### src/rtl/image_pkg.sv
// Shared definitions for the image frame sequencer: FSM state encoding, op codes and default geometry.
package image_pkg;

    typedef enum logic [1:0] {
        ST_IDLE   = 2'd0,
        ST_RUN    = 2'd1,
        ST_HBLANK = 2'd2,
        ST_DONE   = 2'd3
    } state_t;

    localparam logic [1:0] OP_BRIGHT_ADD = 2'd0;
    localparam logic [1:0] OP_BRIGHT_SUB = 2'd1;
    localparam logic [1:0] OP_INVERT     = 2'd2;
    localparam logic [1:0] OP_THRESH     = 2'd3;

    localparam int DEF_WIDTH      = 768;
    localparam int DEF_HEIGHT     = 512;
    localparam int DEF_ROW_W      = 9;
    localparam int DEF_COL_W      = 10;
    localparam int DEF_ADDR_W     = 19;
    localparam int DEF_HBLANK_CYC = 4;

endpackage

### src/rtl/image_addr_gen.sv
// Raster-order row/col/pixel-address counters, two pixels per advance, with end-of-line/frame flags.
module image_addr_gen
    import image_pkg::*;
#(
    parameter int WIDTH  = DEF_WIDTH,
    parameter int HEIGHT = DEF_HEIGHT,
    parameter int ROW_W  = DEF_ROW_W,
    parameter int COL_W  = DEF_COL_W,
    parameter int ADDR_W = DEF_ADDR_W
) (
    input  logic              HCLK,
    input  logic              HRESETn,
    input  logic              clear,
    input  logic              advance,
    output logic [ROW_W-1:0]  row,
    output logic [COL_W-1:0]  col,
    output logic [ADDR_W-1:0] pix_addr,
    output logic              at_eol,
    output logic              at_eof
);

    localparam logic [COL_W-1:0] LAST_COL = COL_W'(WIDTH - 2);
    localparam logic [ROW_W-1:0] LAST_ROW = ROW_W'(HEIGHT - 1);

    assign at_eol = (col == LAST_COL);
    assign at_eof = at_eol && (row == LAST_ROW);

    // The eof beat does not advance: counters keep their final values until the next clear.
    always_ff @(posedge HCLK or negedge HRESETn) begin
        if (!HRESETn) begin
            row      <= '0;
            col      <= '0;
            pix_addr <= '0;
        end else if (clear) begin
            row      <= '0;
            col      <= '0;
            pix_addr <= '0;
        end else if (advance && !at_eof) begin
            pix_addr <= pix_addr + ADDR_W'(2);
            if (at_eol) begin
                col <= '0;
                row <= row + ROW_W'(1);
            end else begin
                col <= col + COL_W'(2);
            end
        end
    end

endmodule

### src/rtl/image_frame_sequencer.sv
// Frame-level scheduler walking a frame two pixels per beat over valid/ready.
// Optional horizontal blanking between rows is built when HBLANK_EN is defined.
//
// state  | meaning
// IDLE   | waiting for start; outputs quiet
// RUN    | issuing beats, out_valid=1
// HBLANK | HBLANK_CYC idle cycles after a non-final row (HBLANK_EN only)
// DONE   | one-cycle done pulse, frame counter increments
module image_frame_sequencer
    import image_pkg::*;
#(
    parameter int WIDTH      = DEF_WIDTH,
    parameter int HEIGHT     = DEF_HEIGHT,
    parameter int ROW_W      = DEF_ROW_W,
    parameter int COL_W      = DEF_COL_W,
    parameter int ADDR_W     = DEF_ADDR_W,
    parameter int HBLANK_CYC = DEF_HBLANK_CYC
) (
    input  logic              HCLK,
    input  logic              HRESETn,
    input  logic              start,
    input  logic [1:0]        op_sel,
    input  logic              abort,
    input  logic              out_ready,
    output logic              out_valid,
    output logic [ADDR_W-1:0] pix_addr,
    output logic [ROW_W-1:0]  row,
    output logic [COL_W-1:0]  col,
    output logic [1:0]        op_cur,
    output logic              sof,
    output logic              eol,
    output logic              eof,
    output logic              busy,
    output logic              done,
    output logic              aborted,
    output logic [15:0]       frame_cnt
);

    if ((WIDTH % 2) != 0 || WIDTH < 4 || HEIGHT < 2 || HBLANK_CYC < 1) begin : g_bad_params
        $error("image_frame_sequencer: illegal geometry or blanking parameters");
    end

    state_t state, state_nxt;
    logic   clear, advance, at_eol, at_eof;

    image_addr_gen #(
        .WIDTH  (WIDTH),
        .HEIGHT (HEIGHT),
        .ROW_W  (ROW_W),
        .COL_W  (COL_W),
        .ADDR_W (ADDR_W)
    ) u_addr_gen (
        .HCLK     (HCLK),
        .HRESETn  (HRESETn),
        .clear    (clear),
        .advance  (advance),
        .row      (row),
        .col      (col),
        .pix_addr (pix_addr),
        .at_eol   (at_eol),
        .at_eof   (at_eof)
    );

`ifdef HBLANK_EN
    localparam int BLANK_W = $clog2(HBLANK_CYC + 1);
    logic [BLANK_W-1:0] blank_cnt;

    always_ff @(posedge HCLK or negedge HRESETn) begin
        if (!HRESETn)
            blank_cnt <= '0;
        else if (state == ST_RUN)
            blank_cnt <= BLANK_W'(HBLANK_CYC - 1);
        else if (state == ST_HBLANK && blank_cnt != '0)
            blank_cnt <= blank_cnt - BLANK_W'(1);
    end
`endif

    always_comb begin
        state_nxt = state;
        clear     = 1'b0;
        advance   = 1'b0;
        out_valid = 1'b0;
        case (state)
            ST_IDLE: begin
                if (start) begin
                    clear     = 1'b1;
                    state_nxt = ST_RUN;
                end
            end
            ST_RUN: begin
                out_valid = 1'b1;
                // abort wins over a same-cycle accept
                if (abort) begin
                    state_nxt = ST_IDLE;
                end else if (out_ready) begin
                    advance = 1'b1;
                    if (at_eof)
                        state_nxt = ST_DONE;
`ifdef HBLANK_EN
                    else if (at_eol)
                        state_nxt = ST_HBLANK;
`endif
                end
            end
`ifdef HBLANK_EN
            ST_HBLANK: begin
                if (abort)
                    state_nxt = ST_IDLE;
                else if (blank_cnt == '0)
                    state_nxt = ST_RUN;
            end
`endif
            ST_DONE:  state_nxt = ST_IDLE;
            default:  state_nxt = ST_IDLE;
        endcase
    end

    always_ff @(posedge HCLK or negedge HRESETn) begin
        if (!HRESETn) begin
            state     <= ST_IDLE;
            op_cur    <= '0;
            frame_cnt <= '0;
            aborted   <= 1'b0;
        end else begin
            state   <= state_nxt;
            aborted <= abort && (state == ST_RUN || state == ST_HBLANK);
            if (state == ST_IDLE && start)
                op_cur <= op_sel;
            if (state == ST_DONE)
                frame_cnt <= frame_cnt + 16'd1;
        end
    end

    assign busy = (state != ST_IDLE);
    assign done = (state == ST_DONE);
    assign sof  = out_valid && (row == '0) && (col == '0);
    assign eol  = out_valid && at_eol;
    assign eof  = eol && at_eof;

endmodule

### config.mk
export PLATFORM = sky130hd
export DESIGN_NAME = image_frame_sequencer
export DESIGN_NICKNAME = d
export VERILOG_FILES = /design/src/rtl/image_pkg.sv /design/src/rtl/image_addr_gen.sv /design/src/rtl/image_frame_sequencer.sv
export SDC_FILE = /design/constraint.sdc
export NUM_CORES = 1
export LEC_CHECK = 0
export CAP_MARGIN = 20
export CORE_ASPECT_RATIO = 1.75
export CORE_MARGIN = 2
export CORE_UTILIZATION = 29
export CTS_CLUSTER_DIAMETER = 50
export DETAILED_ROUTE_END_ITERATION = 10
export PLACE_DENSITY = 0.5
export SLEW_MARGIN = 20
export SYNTH_ARGS = -nofsm -noshare
export SYNTH_HDL_FRONTEND = slang
export SYNTH_HIERARCHICAL = 1
export SYNTH_SLANG_ARGS = --single-unit
### constraint.sdc
create_clock -name HCLK -period 2.8 [get_ports HCLK]
set_input_delay 0.56 -clock HCLK [delete_from_list [all_inputs] [get_ports HCLK]]
set_output_delay 0.56 -clock HCLK [all_outputs]
set_load 0.02 [all_outputs]
# Word-level counts from Yosys, hierarchy flattened
# Index checks and enable logic that the tools add are counted.
dict set report totals {
  word_cells 56
  input_bits 7
  register_bits 59
  out_inout_bits 63
}
dict set report classes {
  eq_ne 8
  n_addsub 4
  mux 19
  n_reduce_logical 18
}
# cell n
set op_table {}
lappend op_table {{$mux 19} 2}
lappend op_table {{$mux 10} 3}
lappend op_table {{$mux 9} 3}
lappend op_table {{$add 19x2->19 const B} 1}
lappend op_table {{$add 16x1->16 const B} 1}
lappend op_table {{$add 10x2->10 const B} 1}
lappend op_table {{$eq 10x10->1 const B} 1}
lappend op_table {{$logic_not 10->1} 1}
lappend op_table {{$add 9x1->9 const B} 1}
lappend op_table {{$eq 9x9->1 const B} 1}
lappend op_table {{$logic_not 9->1} 1}
lappend op_table {{$logic_and 1x1->1} 8}
lappend op_table {{$mux 2} 4}
lappend op_table {{$mux 1} 6}
lappend op_table {{$ne 3x3->1 const B} 2}
lappend op_table {{$reduce_bool 2->1} 3}
lappend op_table {{$eq 2x2->1 const B} 2}
lappend op_table {{$pmux 2 s2} 1}
lappend op_table {{$reduce_and 3->1} 1}
lappend op_table {{$eq 2x1->1 const B} 1}
lappend op_table {{$logic_not 2->1} 1}
lappend op_table {{$ne 2x2->1 const B} 1}
lappend op_table {{$reduce_and 2->1} 1}
lappend op_table {{$logic_not 1->1} 1}
lappend op_table {{$logic_or 1x1->1} 1}

# Longest topological paths before layout
# Gate-level depths: netlist (run 1).
dict set report logic_depth {
  depth_word 6
  ltp_mapped 10
  mapped_depth_nobuf 10
}

# Modules after synthesis
# Netlist (run 1), hierarchy kept.
# mod n_inst area_per_inst_um2 seq_area_each_um2 cells_per_inst
set modules_own_cells {}
lappend modules_own_cells {image_addr_gen 1 1995.7 900.9 214}
lappend modules_own_cells {image_frame_sequencer 1 1023.5 525.5 91}

# Least setup slack after synthesis (run 1)
# Ideal clock, no wire load.
dict set report synth_timing {
  path_kind {register to output}
  start {register u_addr_gen.row[0]}
  end {output port eof}
  n_path_buf 0
  required_time_ns 2.240
  slack_ns 0.199
  t_arrival_ns 2.041
  stages_incl_launch_ff 8
  path_cell_list {dfrtp_1 ha_1 nand3_1 nor2_1 ha_1 nand3_1 nor3_1 and3_1}
}
dict set report synth_via {
  elab_chain_len 3
}
# element line
set synth_rtl {}
lappend synth_rtl {{start: declaration} image_addr_gen.sv:15} ;# output logic [ROW_W-1:0] row,
lappend synth_rtl {{start signal: assignment} image_addr_gen.sv:42} ;# row <= row + ROW_W'(1);
lappend synth_rtl {{$eq 9x9->1} image_addr_gen.sv:26} ;# assign at_eof = at_eol && (row == LAST_ROW);
lappend synth_rtl {{$logic_and 1x1->1} image_addr_gen.sv:26}
lappend synth_rtl {{net at_eof} image_frame_sequencer.sv:44} ;# logic clear, advance, at_eol, at_eof;
lappend synth_rtl {{$logic_and 1x1->1} image_frame_sequencer.sv:138} ;# assign eof = eol && at_eof;
lappend synth_rtl {{end: declaration} image_frame_sequencer.sv:32} ;# output logic eof,
# The timed path passes the listed nets, and every way through them passes these cells.

# Worst setup path after layout (run 1)
dict set report layout_timing {
  start {register u_addr_gen.col[3]}
  end {output port eol}
}
dict set report layout_via {
  elab_chain_len 2
}
# element line
set layout_rtl {}
lappend layout_rtl {{start: declaration} image_addr_gen.sv:16} ;# output logic [COL_W-1:0] col,
lappend layout_rtl {{start signal: assignment} image_addr_gen.sv:44} ;# col <= col + COL_W'(2);
lappend layout_rtl {{$eq 10x10->1} image_addr_gen.sv:25} ;# assign at_eol = (col == LAST_COL);
lappend layout_rtl {{net at_eol} image_frame_sequencer.sv:44}
lappend layout_rtl {{$logic_and 1x1->1} image_frame_sequencer.sv:137} ;# assign eol = out_valid && at_eol;
lappend layout_rtl {{end: declaration} image_frame_sequencer.sv:31} ;# output logic eol,
# The timed path passes the listed nets, and every way through them passes these cells.

==> impl_results.rst, run 1 <==
.. list-table::
   :header-rows: 1

   * - Metric
     - Value
   * - Clock slew at reported path FFs
     - 0.05 ns
   * - Path type of the worst setup path
     - reg -> out
   * - DIE AREA
     - 0.01128 sq mm
   * - Setup tns final
     - 0 ns
   * - Max-slew violations
     - 0
   * - Clock tree from TritonCTS
     - done
   * - PwrDens
     - 638.1 mW/mm^2
   * - RSZ-0062 raised after global routing
     - false
   * - Fraction of synthesized area in multiplexers
     - 0.02155
   * - Area growth syn-to-layout
     - 43.68%
   * - Upper clock frequency limit
     - 376.7 MHz
   * - Count leader, synth
     - dfrtp_1
   * - Cell chain of the critical path
     - nand3_4 > or3_1 > inv_1 > and2_1 > clkdlybuf4s50_1
   * - Combined global-route utilization of all metal layers
     - 0.1633
   * - Worst-Margin Slew
     - 0.7546 ns
   * - Count of input and output buffers
     - 67
   * - Sort of element at the end of the critical path
     - output pin
   * - Top cells by count, synth
     - 57 x dfrtp_1, 28 x nand2_1, 27 x a21oi_1, 15 x or3_1
   * - Synth Area in Compound Gates
     - 0.1140
   * - Setup fix buffers added after clock tree synthesis
     - 0
   * - Wire length of the first global-routing pass
     - 13970 microns
   * - Worst min-delay path category
     - in -> async
   * - Post-synthesis async set-or-reset flop share
     - 1.000
   * - Number of warnings printed during yosys synthesis
     - 6
   * - Detailed placer's ending HPWL
     - 6102 microns
   * - Routed wire length on met2
     - 4510 microns
   * - Routed wire per std cell
     - 15.71 microns
   * - Fin cells
     - 531
   * - Cell area after placement
     - 0.003998 sq mm
   * - Net count, final
     - 414
   * - Cells taking the most area after synthesis
     - dfrtp_1 47%, a21oi_1 4.5%, nand2_1 3.5%
   * - Largest area contributor in the synthesized netlist
     - dfrtp_1
   * - Post-synthesis average cell area
     - 9.899 sq um
   * - CTS H-Tree Depth
     - 3
   * - Delay contributed by the slowest stage of the critical path
     - 0.59 ns
   * - Maximum Capacitance Violations
     - 0
   * - Overall overflow remaining after global route
     - 0
   * - Vias in the first global route
     - 2777
   * - Height of the die
     - 139.0 microns
   * - Adder-cell area share of the yosys netlist
     - 0.03315
   * - Post-route fraction of the period consumed by the critical path
     - 0.9481
   * - Area inside the core boundary
     - 0.01024 sq mm
   * - Internal reg-to-reg setup slack
     - 0.39 ns
   * - Post-synth top flop
     - dfrtp_1
   * - Proportion of netlist area held by the largest area contributor
     - 0.4724
   * - Utilization after layout
     - 0.4237
   * - Routed length on met1
     - 3271 microns
   * - DRT Wirelength
     - 8340 microns
   * - Required time of the critical path
     - 2.24 ns
   * - Combinational family with the most area after synthesis
     - simple AND/OR/NAND/NOR gates
   * - Final clock skew
     - 0.006960 ns
   * - Post-route DRC violation count
     - 0
   * - Count of routing violations after the opening detailed-route iteration
     - 94
   * - Clk buf depth
     - 2
   * - Hold buffer count at cts
     - 0
   * - Slew HR
     - 0.4969
   * - Data arrival, critical path
     - 2.09 ns
   * - TritonCTS buffer count
     - 9
   * - Crit start category
     - flop
   * - Root buffer cell
     - clkbuf_16
   * - Top layer reached by signal wires
     - met4
   * - Peak fanout along the critical path
     - 7
   * - Area of all placed cells without fillers
     - 0.004338 sq mm
   * - Number of distinct library cells after synthesis
     - 48
   * - Xor and xnor fraction of the mapped netlist area
     - 0.05512
   * - Ports
     - 70
   * - Min Clock Period, post-route
     - 2.655 ns
   * - Vias per Instance
     - 5.154
   * - Total via count after detailed routing
     - 2737
   * - Length of the first detailed-routing pass in iterations
     - 4
   * - Slowest cell on the critical path
     - clkdlybuf4s50_1
   * - Total count of hold-check failures in the final report
     - 0
   * - Max rail drop VDD
     - 0.3257 mV
   * - Std cell rows
     - 49
   * - Pin count of the biggest net entering global routing
     - 36
   * - Seq/Total Area, Yosys
     - 0.4724
   * - Latest clock arrival within the worst-skew pair
     - 0.33 ns
   * - Count of flip-flops with a built-in enable after synthesis
     - 0
   * - Diodes inserted
     - 0
   * - Static Leakage
     - 0.001859 uW
   * - Initial Utilization
     - 0.2949
   * - Number of instances in the placed design
     - 515
   * - Fill cell count
     - 1019
   * - Antenna violations before repair
     - 0
   * - Sinks on the clock net
     - 57
   * - Width of the die
     - 81.13 microns
   * - Met3 layer wire length in the routed design
     - 330 microns
   * - Share of layout cells above drive strength 1
     - 0.1609
   * - Fraction of the mapped netlist area in simple logic gates
     - 0.2685
   * - Final weighted congestion of routability-driven global placement
     - 0.7761
   * - Area of the mapped netlist
     - 0.003019 sq mm
   * - Antenna Violating Nets Remaining
     - 0
   * - Syn Inst Count
     - 305
   * - Final setup violation count
     - 0
   * - Result of the run
     - finished clean
   * - Synth Register Bits
     - 57
-- area by class of cell --
cell class / instances / area, sq um / area share
Multi-Input combinational cell: 227 / 1505 / 0.3470
Sequential cell: 57 / 1430 / 0.3297
Inverter: 10 / 37.54 / 0.008653
Clock buffer: 11 / 252.7 / 0.05826
Clock inverter: 5 / 77.57 / 0.01788
Timing Repair Buffer: 94 / 875.8 / 0.2019
Tap cell: 127 / 158.9 / 0.03663
-- stage by stage --
stage | power [uW] | setup WS [ns] | hold slack (ns)
3_3_place_gp | 1584 | 0.1495 | 0.4620
3_5_place_dp | 1587 | 0.1235 | 0.4685
5_1_grt | 2916 | 0.03636 | 0.3595
2_1_floorplan | 1303 | 0.1990 | 0.2644
6_report | 2768 | 0.1453 | 0.3100
4_1_cts | 2806 | 0.03475 | 0.3353
-- registers in the layout, summed over array words and instances (netlist names) --
register             cells
aborted                  1
frame_cnt               16
op_cur                   2
state                    2
u_addr_gen/col           9
u_addr_gen/pix_addr     18
u_addr_gen/row           9
-- cell families (layout without fill, tap and decap cells) --
kind of cell / Yosys count / in the layout
adders and majority gates: 8 / 8
and+or+nand+nor: 133 / 133
other: 1 / 2
xor gates and xnor gates: 19 / 19
muxes: 6 / 6
buffers and inverters: 22 / 120
AOI/OAI and AO/OA: 59 / 59
DFF: 57 / 57
-- final timing paths --
kind                                          startpoint                             endpoint  cells after the start
setup / recovery           u_addr_gen/col[3]$_DFFE_PN0P_                                  eol                      5
hold / removal                                   HRESETn  u_addr_gen/pix_addr[15]$_DFFE_PN0P_                      1
setup reg to reg           u_addr_gen/row[4]$_DFFE_PN0P_        u_addr_gen/col[7]$_DFFE_PN0P_                     10
hold reg to reg                frame_cnt[15]$_DFFE_PN0P_            frame_cnt[15]$_DFFE_PN0P_                      1
max in group asynchronous                        HRESETn        u_addr_gen/col[1]$_DFFE_PN0P_                      2
min in group HCLK              frame_cnt[15]$_DFFE_PN0P_            frame_cnt[15]$_DFFE_PN0P_                      1
-- cell usage in the layout, fill, tap and decap left out, drive strengths merged, types with 14 or more instances in the layout --
| cell type | count |
|---|---|
| or3 | 15 |
| nand3 | 15 |
| buf | 28 |
| nand4 | 15 |
| dfrtp | 57 |
| nand2 | 28 |
| a21oi | 27 |
| o21ai | 14 |
| nor2 | 14 |
| clkdlybuf4s50 | 65 |
-- critical path, delay by kind of cell (launching register included) --
family	cells	cell delay (ns)
flip-flops	1	0.45
AND/OR/NAND/NOR	3	0.62
buffers and inverters	2	0.68
-- where the power goes --
part | internal (uW) | switching [uW] | leakage [uW]
Sequential | 890 | 80.9 | 0.000777
Combinational | 261 | 333 | 0.000920
Clock | 823 | 379 | 0.000162
Total | 1970 | 793 | 0.00186
-- per-layer routing --
layer | vias to the layer above | GRT usage
met5 | - | 0
met2 | 79 | 0.2845
met3 | 12 | 0.03451
met1 | 1337 | 0.1825
met4 | 0 | 0.08029
li1 | 1309 | -
-- what timing repair did --
action                     CTS  global route
resized for setup            1             7
setup endpoints to repair    1             3
gates cloned                 0             0
(Power assumes the default switching activity.)
==> inputs of run 2 (changes only) <==
--- a/config.mk
+++ b/config.mk
@@ -12,7 +12,6 @@
 export CTS_CLUSTER_DIAMETER = 50
 export DETAILED_ROUTE_END_ITERATION = 10
 export PLACE_DENSITY = 0.5
-export SLEW_MARGIN = 20
 export SYNTH_ARGS = -nofsm -noshare
 export SYNTH_HDL_FRONTEND = slang
 export SYNTH_HIERARCHICAL = 1
==> results of run 2 <==
No change in the layout: final DEF, timing and power equal those of run 1.
